### config.mk
export PLATFORM = sky130hd
export DESIGN_NAME = avalon_len_limiter_flat
export DESIGN_NICKNAME = d
export VERILOG_FILES = /design/src/rtl/avalon_len_limiter_if.sv /design/src/rtl/avalon_len_limiter.sv /design/src/flat_wrapper.sv
export SDC_FILE = /design/constraint.sdc
export NUM_CORES = 1
export LEC_CHECK = 0
export ABC_AREA = 1
export BUFFER_PORTS_ARGS = -buffer_cell sky130_fd_sc_hd__buf_2
export CAP_MARGIN = 20
export CORE_MARGIN = 4
export CORE_UTILIZATION = 30
export DETAILED_ROUTE_END_ITERATION = 12
export PLACE_DENSITY = 0.49
export SLEW_MARGIN = 15
export SYNTH_ARGS = -nofsm -noshare
export SYNTH_HDL_FRONTEND = slang
export SYNTH_SLANG_ARGS = --single-unit
### constraint.sdc
create_clock -name clk -period 3.4 [get_ports clk]
set_clock_uncertainty 0.15 [all_clocks]
set_input_delay 1.02 -clock clk [delete_from_list [all_inputs] [get_ports clk]]
set_output_delay 1.02 -clock clk [all_outputs]
set_load 0.02 [all_outputs]
### src/rtl/avalon_len_limiter_if.sv
// Avalon-ST style streaming interface: data, valid/rdy handshake, sop/eop framing
// and an empty-symbol count on the last beat.
interface avalon_st_if #(
   parameter int DATA_W  = 32,
   parameter int EMPTY_W = 2
);
   logic [DATA_W-1:0]  data;
   logic               valid;
   logic               rdy;
   logic               sop;
   logic               eop;
   logic [EMPTY_W-1:0] empty;

   modport master (output data, valid, sop, eop, empty, input rdy);
   modport slave  (input data, valid, sop, eop, empty, output rdy);
endinterface

### src/rtl/avalon_len_limiter.sv
// Zero-latency packet length limiter: forwards at most MAX_LEN beats per packet,
// forcing eop on the last allowed beat and swallowing the rest of a long packet.
module avalon_len_limiter #(
   parameter int MAX_LEN = 64,
   parameter int CNT_W   = 16
) (
   input  logic             clk,
   input  logic             rst,
   avalon_st_if.slave       in_msg,
   avalon_st_if.master      out_msg,
   output logic             pkt_truncated,
   output logic [CNT_W-1:0] pkt_count,
   output logic [CNT_W-1:0] trunc_count
);

   typedef enum logic [1:0] {IDLE, IN_PKT, DROP} state_t;

   state_t      state, state_nxt;
   logic [15:0] beat_cnt, beat_cnt_nxt;
   logic [16:0] cnt_inc;
   logic        in_rdy, acc, force_eop, eop_o, done;

   always_ff @(posedge clk or negedge rst) begin
      if (!rst) state <= IDLE;
      else      state <= state_nxt;
   end

   always_comb begin
      state_nxt    = state;
      beat_cnt_nxt = beat_cnt;
      in_rdy       = (state == DROP) ? 1'b1 : out_msg.rdy;
      acc          = in_msg.valid & in_rdy;
      // Count this beat would reach; a sop restarts the packet at 1.
      cnt_inc      = in_msg.sop ? 17'd1 : {1'b0, beat_cnt} + 17'd1;
      force_eop    = ((state == IDLE && in_msg.sop) || state == IN_PKT) &&
                     !in_msg.eop && (cnt_inc == 17'(MAX_LEN));
      eop_o        = in_msg.eop | force_eop;

      in_msg.rdy    = in_rdy;
      out_msg.data  = in_msg.data;
      out_msg.valid = in_msg.valid;
      out_msg.sop   = in_msg.sop;
      out_msg.eop   = eop_o;
      out_msg.empty = force_eop ? '0 : in_msg.empty;
      if (state == DROP) begin
         out_msg.valid = 1'b0;
         out_msg.sop   = 1'b0;
      end
      done = acc && (state != DROP) && eop_o;

      case (state)
         IDLE: begin
            if (acc && in_msg.sop) begin
               beat_cnt_nxt = 16'd1;
               if (force_eop)        state_nxt = DROP;
               else if (!in_msg.eop) state_nxt = IN_PKT;
            end
         end
         IN_PKT: begin
            if (acc) begin
               beat_cnt_nxt = cnt_inc[15:0];
               if (in_msg.eop)     state_nxt = IDLE;
               else if (force_eop) state_nxt = DROP;
            end
         end
         DROP: begin
            if (acc && in_msg.eop) state_nxt = IDLE;
         end
         default: state_nxt = IDLE;
      endcase
   end

   always_ff @(posedge clk or negedge rst) begin
      if (!rst) begin
         beat_cnt      <= '0;
         pkt_truncated <= 1'b0;
         pkt_count     <= '0;
         trunc_count   <= '0;
      end else begin
         beat_cnt      <= beat_cnt_nxt;
         pkt_truncated <= acc & force_eop;
         if (done && pkt_count != '1)
            pkt_count <= pkt_count + CNT_W'(1);
         if (acc && force_eop && trunc_count != '1)
            trunc_count <= trunc_count + CNT_W'(1);
      end
   end

endmodule

### src/flat_wrapper.sv
// flat-port wrapper written by rule: the top's interface ports become plain ports
module avalon_len_limiter_flat 
#(
   parameter int MAX_LEN = 64,
   parameter int CNT_W   = 16
)
  (clk, rst, pkt_truncated, pkt_count, trunc_count, in_msg_data, in_msg_valid, in_msg_sop, in_msg_eop, in_msg_empty, in_msg_rdy, out_msg_data, out_msg_valid, out_msg_sop, out_msg_eop, out_msg_empty, out_msg_rdy);
  avalon_st_if #(.DATA_W(8), .EMPTY_W(2)) in_msg_i ();
  avalon_st_if #(.DATA_W(8), .EMPTY_W(2)) out_msg_i ();
  input  logic clk;
  input  logic rst;
  output logic pkt_truncated;
  output logic [CNT_W-1:0] pkt_count;
  output logic [CNT_W-1:0] trunc_count;
  input wire logic [$bits(in_msg_i.data)-1:0] in_msg_data;
  input wire logic [$bits(in_msg_i.valid)-1:0] in_msg_valid;
  input wire logic [$bits(in_msg_i.sop)-1:0] in_msg_sop;
  input wire logic [$bits(in_msg_i.eop)-1:0] in_msg_eop;
  input wire logic [$bits(in_msg_i.empty)-1:0] in_msg_empty;
  output wire logic [$bits(in_msg_i.rdy)-1:0] in_msg_rdy;
  output wire logic [$bits(out_msg_i.data)-1:0] out_msg_data;
  output wire logic [$bits(out_msg_i.valid)-1:0] out_msg_valid;
  output wire logic [$bits(out_msg_i.sop)-1:0] out_msg_sop;
  output wire logic [$bits(out_msg_i.eop)-1:0] out_msg_eop;
  output wire logic [$bits(out_msg_i.empty)-1:0] out_msg_empty;
  input wire logic [$bits(out_msg_i.rdy)-1:0] out_msg_rdy;
  assign in_msg_i.data = in_msg_data;
  assign in_msg_i.valid = in_msg_valid;
  assign in_msg_i.sop = in_msg_sop;
  assign in_msg_i.eop = in_msg_eop;
  assign in_msg_i.empty = in_msg_empty;
  assign in_msg_rdy = in_msg_i.rdy;
  assign out_msg_data = out_msg_i.data;
  assign out_msg_valid = out_msg_i.valid;
  assign out_msg_sop = out_msg_i.sop;
  assign out_msg_eop = out_msg_i.eop;
  assign out_msg_empty = out_msg_i.empty;
  assign out_msg_i.rdy = out_msg_rdy;
  avalon_len_limiter #(.MAX_LEN(MAX_LEN), .CNT_W(CNT_W)) u_core (.clk(clk), .rst(rst), .in_msg(in_msg_i), .out_msg(out_msg_i), .pkt_truncated(pkt_truncated), .pkt_count(pkt_count), .trunc_count(trunc_count));
endmodule
==> results.sh <==
export IMPL_min_to="u_core.pkt_count[3]"
export IMPL_post_dp_hpwl_mm=7.11
export IMPL_switching_share_pct=29.0
export IMPL_ioPinCount=63
export IMPL_synthesis_area_um2=3460
export IMPL_hold_crit_class="flop to flop"
export IMPL_ys_warn_count=0
export IMPL_numCtsBuffers=5
export IMPL_layout_worst_path_cycle_share_pct=100
export IMPL_cts_root_to_sink_buffers=2
export IMPL_first_pass_iters=4
export IMPL_core_um2=11100
export IMPL_finalMaxSlewViolations=0
export IMPL_clk_root_buffer_cell="sky130_fd_sc_hd__clkbuf_16"
export IMPL_post_route_min_period_ns=3.40
export IMPL_drt_first_iter_violations=166
export IMPL_layout_cells_most_common_list="sky130_fd_sc_hd__nand2_1, sky130_fd_sc_hd__dfrtp_1, sky130_fd_sc_hd__inv_1, sky130_fd_sc_hd__buf_4, sky130_fd_sc_hd__buf_2"
export IMPL_critPathSlowestCell="sky130_fd_sc_hd__nor2_2"
export IMPL_min_path_cells=2
export IMPL_area_growth_syn_to_layout_pct=28.7
export IMPL_clkSlewWorstSetupHoldPaths_ns=0.07
export IMPL_clock_sink_count=51
export IMPL_detailroute_wirelength_met2_mm=4.60
export IMPL_port_buffer_count=46
export IMPL_finalSetupViolCount=2
export IMPL_dp_cells=678
export IMPL_avg_vias_per_cell=4.95
export IMPL_critical_path_peak_fanout=4
export IMPL_run_status="complete, but fails checks"
export IMPL_cts_tree="built"
export IMPL_dieWidth_um=115
export IMPL_seqPwrFrac_pct=41.4
export IMPL_grt_setup_unrepaired="true"
export IMPL_ff_latch_area_um2=1280
export IMPL_cts_hold_buffers=0
export IMPL_antenna_found_initial=0
export IMPL_worst_hold_startpoint="u_core.pkt_count[3]"
export IMPL_clock_latency_ns=0.29
export IMPL_transition_time_at_the_pin_with_the_least_slew_margin_ns=0.584
export IMPL_post_route_drc=0
export IMPL_initial_core_utilization_pct=31.2
export IMPL_global_route_usage_total_pct=15.3
export IMPL_violations="negative setup slack"
export IMPL_p_total_mw=1.66
export IMPL_critical_path_startpoint_type="primary input"
export IMPL_placed_instance_area_um2=3950
export IMPL_critPathTopFamily="simple AND/OR/NAND/NOR gates"
export IMPL_nets=586
export IMPL_layout_filler_cells=1158
export IMPL_first_global_vias=3475
export IMPL_globalRoute_totalOverflow=0
export IMPL_antenna_diode_count=0
export IMPL_wl_met1_mm=4.81
export IMPL_relSlewSlack_pct=61.0
export IMPL_slowest_delay_ns=0.14
export IMPL_timing_reg2reg_worst_path_depth=22
export IMPL_drtAntennaViolNets=0
export IMPL_worstReg2RegEnd="u_core.trunc_count[11]"
export IMPL_die_area_um2=13300
export IMPL_power_per_cell_area_nw_per_um2=373
export IMPL_endpoint_kind="output port"
export IMPL_rrSetupSlack_ns=0.13
export IMPL_max_freq_ghz=0.294
export IMPL_multi_input_comb_area_um2=1970
export IMPL_internal_power_of_the_cells_mw=1.18
export IMPL_detailroute_via_count=3502
export IMPL_routed_top_layer="met4"
export IMPL_fraction_of_layout_cells_with_a_size_suffix_above_1_pct=26.9
export IMPL_htree_num_levels=2
export IMPL_non_filler_cells_in_the_finished_layout=708
export IMPL_finalWirelength_mm=9.90
export IMPL_power_frac_comb_pct=23.1
export IMPL_power_net_switching_mw=0.482
export IMPL_critical_path_cell_chain="buf_8 > inv_8 > buf_6 > nand2_4 > nor2_4 > nor2_2 > nand2_1 > nor2_1 > nand2_1 > nor2_2 > nand3_4 > nand2_2 > inv_2 > buf_6"
export IMPL_synth_seq_area_share_pct=36.9
export IMPL_crit_buf_inv=5
export IMPL_synth_nets=503
export IMPL_critical_path_class="primary input to output port"
export IMPL_place_gp_congestion=0.876
export IMPL_rows=38
export IMPL_synthesis_area_per_instance_um2=7.15
export IMPL_crit_required_ns=2.23
export IMPL_placement_setup_worst_slack_ns=-0.181
export IMPL_netlist_cell_type_count=37
export IMPL_cap_violations=0
export IMPL_die_height_um=115
export IMPL_power_share_clock_pct=35.5
export IMPL_layout_cells_most_common="sky130_fd_sc_hd__nand2_1"
export IMPL_grt_max_degree=52
export IMPL_layout_cell_area_non_filler_um2=4450
export IMPL_postSynthCellCount=484
export IMPL_worst_ir_drop_vdd_mv=0.220
export IMPL_leakage_power_nw=2.20
export IMPL_tns_ns=-0.00229
export IMPL_worst_ep_arrival_ns=2.23
export IMPL_postLayoutSetupSlackWorst_ns=-0.00138
export IMPL_wl_met3_um=356
export IMPL_wire_length_of_the_first_global_routing_pass_mm=16.7
export IMPL_worst_r2r_startpoint="u_core.beat_cnt[0]"
export IMPL_fin_hold_ws_ns=0.344
export IMPL_final_util_pct=40.2
export IMPL_total_count_of_hold_check_failures_in_the_final_report=0
export IMPL_wl_per_cell_um=14.0
export IMPL_register_bit_total_from_synthesis=51
[power groups by stage]
stage | Combinational (mW) | Sequential, mW | Clock (mW)
4_1_cts | 0.327 | 0.691 | 0.613
3_5_place_dp | 0.262 | 0.701 | 0
5_1_grt | 0.422 | 0.694 | 0.639
6_report | 0.384 | 0.689 | 0.589
2_1_floorplan | 0.156 | 0.716 | 0
3_3_place_gp | 0.260 | 0.702 | 0
[tightest hold or removal path: stages, from the launching register on]
cell and delay, ns:
sky130_fd_sc_hd__dfrtp_1 0.36, sky130_fd_sc_hd__nand2_1 0.06, sky130_fd_sc_hd__nand2_1 0.05
[sequential cells by signal, summed over array words and instances, names as in the netlist]
register,count
u_core.beat_cnt,16
u_core.pkt_count,16
u_core.trunc_count,16
u_core.state,2
u_core.pkt_truncated,1
[routing by layer]
| metal | vias up | track usage [%] |
|---|---|---|
| li1 | 1764 | - |
| met1 | 1666 | 21.1 |
| met2 | 60 | 24.9 |
| met3 | 12 | 2.68 |
| met4 | 0 | 3.60 |
| met5 | - | 0 |
[cell type report]
type	instances	share of cell area, %
clock inverters	2	0.787
flip-flops and latches	51	28.7
clock buffers	6	3.12
well taps	140	3.93
multi-input cells	365	44.3
inverters	50	4.38
repair buffers	94	14.8
[cell families after synthesis]
group | count (synthesis) | synth area share, %
AOI/OAI and AO/OA | 31 | 5.14
xor gates and xnor gates | 21 | 5.32
adders and majority gates | 3 | 1.09
buffers and inverters | 69 | 9.19
DFF | 51 | 36.9
and+or+nand+nor | 309 | 42.4
[worst max-delay path by stage]
| stage | start | to | cells after the start |
|---|---|---|---|
| after CTS | in_msg_sop | out_msg_empty[0] | 14 |
| after global placement | in_msg_sop | out_msg_empty[0] | 14 |
| final | in_msg_sop | out_msg_empty[1] | 14 |
| after detailed placement | in_msg_sop | out_msg_empty[0] | 14 |
| after floorplan | in_msg_sop | out_msg_eop | 12 |
| after global routing | in_msg_sop | out_msg_empty[0] | 12 |
[synthesized netlist by cell type, drive strengths merged]
| cell | number | share of area (%) |
|---|---|---|
| a21oi | 3 | 0.43 |
| and2 | 1 | 0.18 |
| and3 | 2 | 0.36 |
| buf | 15 | 3.3 |
| clkbuf | 4 | 0.43 |
| dfrtp | 51 | 37 |
| ha | 3 | 1.1 |
| inv | 50 | 5.4 |
| nand2 | 148 | 16 |
| nand3 | 50 | 8.6 |
| nand3b | 1 | 0.22 |
| nand4 | 40 | 7.2 |
| nor2 | 54 | 7.1 |
| nor3 | 8 | 1.3 |
| nor3b | 1 | 0.22 |
| nor4 | 3 | 0.54 |
| o211ai | 1 | 0.22 |
| o21ai | 14 | 2.0 |
| o21bai | 2 | 0.43 |
| o22ai | 10 | 1.8 |
| o31ai | 1 | 0.22 |
| or2 | 1 | 0.18 |
| xnor2 | 7 | 1.8 |
| xor2 | 14 | 3.5 |
[what timing repair did]
| item | CTS | global route |
|---|---|---|
| gates cloned | 0 | 1 |
| gates resized for setup | 13 | 36 |
| setup buffers | 14 | 7 |
| pin swaps | 9 | 14 |
| endpoints found under the setup margin | 3 | 19 |
(Power assumes the default switching activity.)
